--- src/rtl/clk_div_multi.sv ---
// ---------------------------------------------------------------------------
// clk_div_multi
//
// Purpose:
//   Multi-channel programmable tick generator. Each of NUM_CH channels counts
//   system clocks and produces either a one-cycle strobe every N+1 cycles
//   (pulse mode) or a 50 % square wave with period 2(N+1) (square mode).
//   New divisor/mode values are loaded through a per-channel shadow register.
//   They are committed only at a period boundary, or immediately on the next
//   cycle if the channel is disabled, so a running output never glitches.
//
// Optional feature macro:
//   CLK_DIV_MULTI_SYNC_EN - adds sync_i, a strobe that restarts every channel
//                           in phase and commits any pending shadow values.
//
// Parameters:
//   NUM_CH   number of channels (>= 1)
//   CNT_W    counter / divisor width
//   DEF_DIV  divisor loaded into every channel at reset
//   DEF_MODE mode loaded into every channel at reset (0 pulse, 1 square)
//
// Ports:
//   clk       in   system clock
//   rst       in   synchronous active-high reset
//   ch_en     in   [NUM_CH]  per-channel run enable
//   ld_valid  in   load request
//   ld_ready  out  load accepted this cycle (combinational on ld_ch)
//   ld_ch     in   [CH_W]    target channel of the load
//   ld_div    in   [CNT_W]   new divisor N (period = N+1 cycles)
//   ld_mode   in   new mode
//   out_o     out  [NUM_CH]  registered per-channel outputs
//   sync_i    in   phase-align strobe (CLK_DIV_MULTI_SYNC_EN only)
// ---------------------------------------------------------------------------
module clk_div_multi #(
  parameter  int NUM_CH   = 4,
  parameter  int CNT_W    = 16,
  parameter  int DEF_DIV  = 2499,
  parameter  int DEF_MODE = 0,
  localparam int CH_W     = (NUM_CH > 1) ? $clog2(NUM_CH) : 1
) (
  input  logic              clk,
  input  logic              rst,
  input  logic [NUM_CH-1:0] ch_en,
  input  logic              ld_valid,
  output logic              ld_ready,
  input  logic [CH_W-1:0]   ld_ch,
  input  logic [CNT_W-1:0]  ld_div,
  input  logic              ld_mode,
  output logic [NUM_CH-1:0] out_o
`ifdef CLK_DIV_MULTI_SYNC_EN
  ,
  input  logic              sync_i
`endif
);

  // Per-channel state
  logic [CNT_W-1:0]  r_cnt     [NUM_CH];
  logic [CNT_W-1:0]  r_div_act [NUM_CH];
  logic [CNT_W-1:0]  r_div_sh  [NUM_CH];
  logic [NUM_CH-1:0] r_mode_act;
  logic [NUM_CH-1:0] r_mode_sh;
  logic [NUM_CH-1:0] r_pend;
  logic [NUM_CH-1:0] r_out;

  // Decoded control
  logic              w_sync;
  logic [NUM_CH-1:0] w_sel;       // ld_ch addresses this channel
  logic [NUM_CH-1:0] w_take;      // load transfer into this channel
  logic [NUM_CH-1:0] w_bnd;       // period boundary this cycle
  logic [NUM_CH-1:0] w_hold;      // channel held in restart (disabled/sync)
  logic [NUM_CH-1:0] w_apply;     // commit shadow -> active this cycle
  logic [NUM_CH-1:0] w_mode_nxt;  // mode governing the period that starts

`ifdef CLK_DIV_MULTI_SYNC_EN
  assign w_sync = sync_i;
`else
  assign w_sync = 1'b0;
`endif

  // An out-of-range ld_ch selects no channel, so it sees ld_ready=1 and the
  // transfer lands nowhere.
  assign ld_ready = ~|(w_sel & r_pend);
  assign out_o    = r_out;

  // NOTE: every signal assigned in an always_comb gets a value on every path
  // (here a default ahead of the loop), otherwise a latch is inferred.
  always_comb begin
    w_sel      = '0;
    w_take     = '0;
    w_bnd      = '0;
    w_hold     = '0;
    w_apply    = '0;
    w_mode_nxt = '0;
    for (int c = 0; c < NUM_CH; c++) begin
      w_sel[c]      = (ld_ch == CH_W'(c));
      w_take[c]     = ld_valid && ld_ready && w_sel[c];
      w_hold[c]     = w_sync || !ch_en[c];
      w_bnd[c]      = !w_hold[c] && (r_cnt[c] == r_div_act[c]);
      // Uses the registered pend only: a load accepted in this same cycle
      // waits for the following boundary.
      w_apply[c]    = r_pend[c] && (w_hold[c] || w_bnd[c]);
      w_mode_nxt[c] = r_pend[c] ? r_mode_sh[c] : r_mode_act[c];
    end
  end

  // NOTE: sequential state uses non-blocking assignments so every register
  // samples the pre-edge values regardless of statement order.
  always_ff @(posedge clk) begin
    if (rst) begin
      // NOTE: these arrays are a handful of flops per channel, not a RAM, so
      // resetting them is cheap and keeps the shadow registers defined.
      for (int c = 0; c < NUM_CH; c++) begin
        r_cnt[c]     <= '0;
        r_div_act[c] <= CNT_W'(DEF_DIV);
        r_div_sh[c]  <= CNT_W'(DEF_DIV);
      end
      r_mode_act <= {NUM_CH{DEF_MODE != 0}};
      r_mode_sh  <= {NUM_CH{DEF_MODE != 0}};
      r_pend     <= '0;
      r_out      <= '0;
    end else begin
      for (int c = 0; c < NUM_CH; c++) begin
        // Shadow commit. A transfer is only possible when pend is clear, so
        // commit and capture never target the same channel in one cycle.
        if (w_apply[c]) begin
          r_div_act[c]  <= r_div_sh[c];
          r_mode_act[c] <= r_mode_sh[c];
          r_pend[c]     <= 1'b0;
        end
        if (w_take[c]) begin
          r_div_sh[c]  <= ld_div;
          r_mode_sh[c] <= ld_mode;
          r_pend[c]    <= 1'b1;
        end

        // Counter and output
        if (w_hold[c]) begin
          r_cnt[c] <= '0;
          r_out[c] <= 1'b0;
        end else if (w_bnd[c]) begin
          r_cnt[c] <= '0;
          // The mode of the period being entered decides the boundary
          // output, so a square->pulse switch emits its pulse right here.
          r_out[c] <= w_mode_nxt[c] ? ~r_out[c] : 1'b1;
        end else begin
          r_cnt[c] <= r_cnt[c] + CNT_W'(1);
          if (!r_mode_act[c]) r_out[c] <= 1'b0;
        end
      end
    end
  end

endmodule

--- config.mk ---
export PLATFORM = sky130hd
export DESIGN_NAME = clk_div_multi
export DESIGN_NICKNAME = d
export VERILOG_FILES = /design/src/rtl/clk_div_multi.sv
export SDC_FILE = /design/constraint.sdc
export NUM_CORES = 1
export LEC_CHECK = 0
export ABC_AREA = 1
export CELL_PAD_IN_SITES_DETAIL_PLACEMENT = 1
export CELL_PAD_IN_SITES_GLOBAL_PLACEMENT = 1
export CORE_MARGIN = 5
export CORE_UTILIZATION = 48
export CTS_CLUSTER_SIZE = 30
export DETAILED_ROUTE_END_ITERATION = 6
export PLACE_DENSITY_LB_ADDON = 0.12
export SLEW_MARGIN = 20
export SYNTH_ARGS = -nofsm -noshare
export SYNTH_HDL_FRONTEND = slang
export SYNTH_SLANG_ARGS = --single-unit
--- constraint.sdc ---
create_clock -name clk -period 2.8 [get_ports clk]
set_input_delay 0.84 -clock clk [delete_from_list [all_inputs] [get_ports clk]]
set_output_delay 0.84 -clock clk [all_outputs]
set_load 0.05 [all_outputs]
==> reports/results.ini, run 1 <==
[critical_path]
crit_required_ns=1.96
path_buf_inv=1
end_kind=output pin
slowest_delay_ns=0.84
cp_slowest_cell=clkdlybuf4s50_1
timing_worst_setup_path_type=reg2out
r2r_slack_ns=0.77
worst-path-max-fanout=3
cp_cell_sequence=clkdlybuf4s50_1
cpLargestDelayFamily=buffers and inverters
start_kind=flop
worstPathArrival_ns=1.75

[floorplan]
die_w_um=157.8
coreArea_mm2=0.02169
die-height_um=157.8
pin_count=31
initial_core_util_pct=48.37
rows=54
die-area_mm2=0.02491

[finish]
nNetsFinal=1342
diodes=0
layout-drive-gt1-share_pct=11.58
postLayoutCellArea_mm2=0.01228
final_util_pct=56.62
syn_to_final_growth_pct=17.06

[route]
drc=0
drtIter0Drc=326
viasPerCell=4.845
drtAntennaViolNets=0
wire_per_inst_um=15.00
first_pass_iters=4
vias=7801
drt-total-wl_mm=24.14

[clock_network]
clk_pin_slew_ns=0.06
hold_buffers=0
cts_buffers=24
htreeDepth=1
tritoncts=yes
clock_sinks=208
clk_latency_ns=0.51
cts_buffer_depth=3
cts.root.buffer_cell=clkbuf_16

[sta]
min_period_ns=2.586
rsz0062_at_grt=false
tightest_slew_ns=0.6014
finalClockSkew_ns=0.01541
fin_crit_sh_pct=92.35
holdWs_ns=0.4718
relSlewSlack_pct=59.78
max_freq_mhz=386.7
setup_viol=0
drv_slew=0
setup-tns-final_ns=0
hold_viol_final=0

[status]
status=complete, no violations

[synthesis]
synth_compound_area_share_pct=2.159
synth_seq_cells=208
syn_avg_cell_area_um2=8.830
yosysUniqueCellTypes=29
synth_area_mm2=0.01049
synth_cells=1188
synth-edff-count=192
synth_top_cell_by_area=edfxtp_1
synth_top_area_share_pct=54.96
synth_simple_gate_area_share_pct=27.64
synth-xor-area-share_pct=1.753
synth-async-reset-ratio_pct=0
yosys.area_share.adder_pct=0.4771
ys.flop_type=edfxtp_1
ys_top_cells_by_area=edfxtp_1, nand2_1, inv_1
ys.warnings.count=0
seq_area_frac_synth_pct=58.02
synth_top_family_by_area=simple AND/OR/NAND/NOR gates
muxShareOfSynthArea_pct=0

[pwr]
vdd_drop_max_v=0.0003529
power_density_mw_per_mm2=591.9
power.leakage_nw=5.444
total_power_mw=7.268

[global_routing]
grt_max_degree=35
antenna_found_initial=0
use_met3_pct=3.827
grt_pass1_wl_mm=39.77
grt-ovfl-total=0
track_usage_pct=19.89
grt_pass1_vias=8217
met2_usage_pct=35.41
grt.met1_usage_pct=25.37
gr-max-usage-layer=met2

[placed_design]
port_buffers=30
place_congestion=0.8165
dp_hpwl_mm=17.74
dpl_cell_area_mm2=0.01148

[job]
maxCapViolCount=0

[worst_hold_path]
hp-class=reg2reg

==> per-stage QoR <==
stage	cells	setup WS, ns
2_1_floorplan	1251	0.2824
3_3_place_gp	1566	-0.01826
3_5_place_dp	1566	-0.07165
4_1_cts	1610	0.01463
5_1_grt	1610	0.1532
6_report	1610	0.2142
==> registers in the layout (all words and copies together), names as in the netlist <==
signal / flops
out_o: 4
r_div_act: 64
r_pend: 4
r_div_sh: 64
r_mode_sh: 4
r_cnt: 64
r_mode_act: 4
==> cells in the mapped netlist (2+ instances only) <==
| master | n |
|---|---|
| nand4_4 | 4 |
| buf_2 | 4 |
| a21oi_1 | 22 |
| edfxtp_1 | 192 |
| xor2_1 | 20 |
| buf_6 | 8 |
| nor2_2 | 54 |
| nand2_1 | 336 |
| inv_1 | 226 |
| a31oi_1 | 5 |
| buf_4 | 4 |
| nand4_1 | 9 |
| nand3_1 | 37 |
| nor4_1 | 4 |
| o21ai_0 | 17 |
| nor3b_1 | 2 |
| nand3_2 | 9 |
| dfxtp_1 | 16 |
| nand2_2 | 7 |
| ha_1 | 4 |
| inv_2 | 14 |
| nor2_1 | 152 |
| nor3_1 | 33 |
| nor3_2 | 4 |
==> worst register-to-register path, cell delays in order (launching register included) <==
cell and delay (ns):
edfxtp_1 0.42, ha_1 0.20, nand2_1 0.08, nor2_1 0.25, nand3_1 0.21, nor2_2 0.24, nand3_1 0.13, nor3_1 0.17
nor3_1 0.07
==> per-layer routing <==
layer / vias up / part of all wire, % / routed length, µm
li1: 3901 / - / -
met1: 3762 / 44 / 10530
met2: 105 / 50 / 12150
met3: 33 / 4.5 / 1091
met4: 0 / 1.5 / 371
met5: - / 0 / 0
==> worst paths after layout <==
path | startpoint | endpoint | depth (start not counted)
worst max-delay path | out_o[1] | out_o[1] | 1
worst min register to register | r_mode_act[3] | r_mode_act[3] | 2
worst max register to register | r_cnt[2][0] | r_cnt[2][14] | 8
worst min-delay path | r_mode_act[3] | r_mode_act[3] | 2
==> cell usage in the layout (no fill, tap or decap), types with 2 or more instances in the layout <==
cell	count
clkbuf_1	3
buf_12	7
clkinv_2	7
nand4_1	9
bufinv_16	3
nor4_1	4
dfxtp_1	16
conb_1	64
nor2_1	152
ha_1	4
clkdlybuf4s50_1	27
nor2_2	54
nor3_2	5
nand2_2	7
a21oi_1	22
inv_2	14
nand4_4	4
nor3_1	32
nand3_2	9
nand3_1	37
a31oi_1	5
buf_4	15
clkbuf_16	25
xor2_1	20
o21ai_0	17
clkinv_1	4
inv_1	226
edfxtp_1	192
nand2_1	336
nor3b_1	2
==> cells by family (layout without fill, tap and decap cells) <==
group,after synthesis,count (layout)
AO/OA/AOI/OAI,44,44
other,1,64
AND/OR/NAND/NOR,654,654
buffers and inverters,256,335
flip-flops,208,208
XOR/XNOR,21,21
adder cells (fa/ha/maj),4,4
==> power breakdown <==
group / switching [mW] / internal, mW / leakage (nW)
Combinational: 0.325 / 0.164 / 3.07
Clock: 1.24 / 1.90 / 0.392
Sequential: 0.0994 / 3.54 / 1.98
Total: 1.67 / 5.60 / 5.44
==> layout make-up <==
class,count,area (µm²)
tap,280,350.3
clock inverter,16,156.4
fill,2588,9409
sequential,208,6086
timing repair buffer,51,544.3
clock buffer,28,636.9
inverter,240,900.9
multi-input combinational,787,3605
==> repair_timing <==
| item | in CTS | in global routing |
|---|---|---|
| buffers inserted | 0 | 0 |
| endpoints found under the setup margin | 1 | 1 |
| gates cloned | 0 | 0 |
| hold endpoints to repair | 0 | 0 |
| resized for setup | 2 | 1 |
Power figures use the tool's default switching activity.
==> inputs of run 2 (changes only) <==
--- a/config.mk
+++ b/config.mk
@@ -13,7 +13,7 @@
 export CTS_CLUSTER_SIZE = 30
 export DETAILED_ROUTE_END_ITERATION = 6
 export PLACE_DENSITY_LB_ADDON = 0.12
-export SLEW_MARGIN = 20
+export SLEW_MARGIN = 10
 export SYNTH_ARGS = -nofsm -noshare
 export SYNTH_HDL_FRONTEND = slang
 export SYNTH_SLANG_ARGS = --single-unit
==> results of run 2 <==
Final layout, timing and power as in run 1 (identical DEF).
==> inputs of run 3 (changes only) <==
--- a/config.mk
+++ b/config.mk
@@ -6,6 +6,7 @@
 export NUM_CORES = 1
 export LEC_CHECK = 0
 export ABC_AREA = 1
+export ABC_CLOCK_PERIOD_IN_PS = 2800
 export CELL_PAD_IN_SITES_DETAIL_PLACEMENT = 1
 export CELL_PAD_IN_SITES_GLOBAL_PLACEMENT = 1
 export CORE_MARGIN = 5
==> results of run 3 <==
Final layout, timing and power as in run 1 (identical DEF).
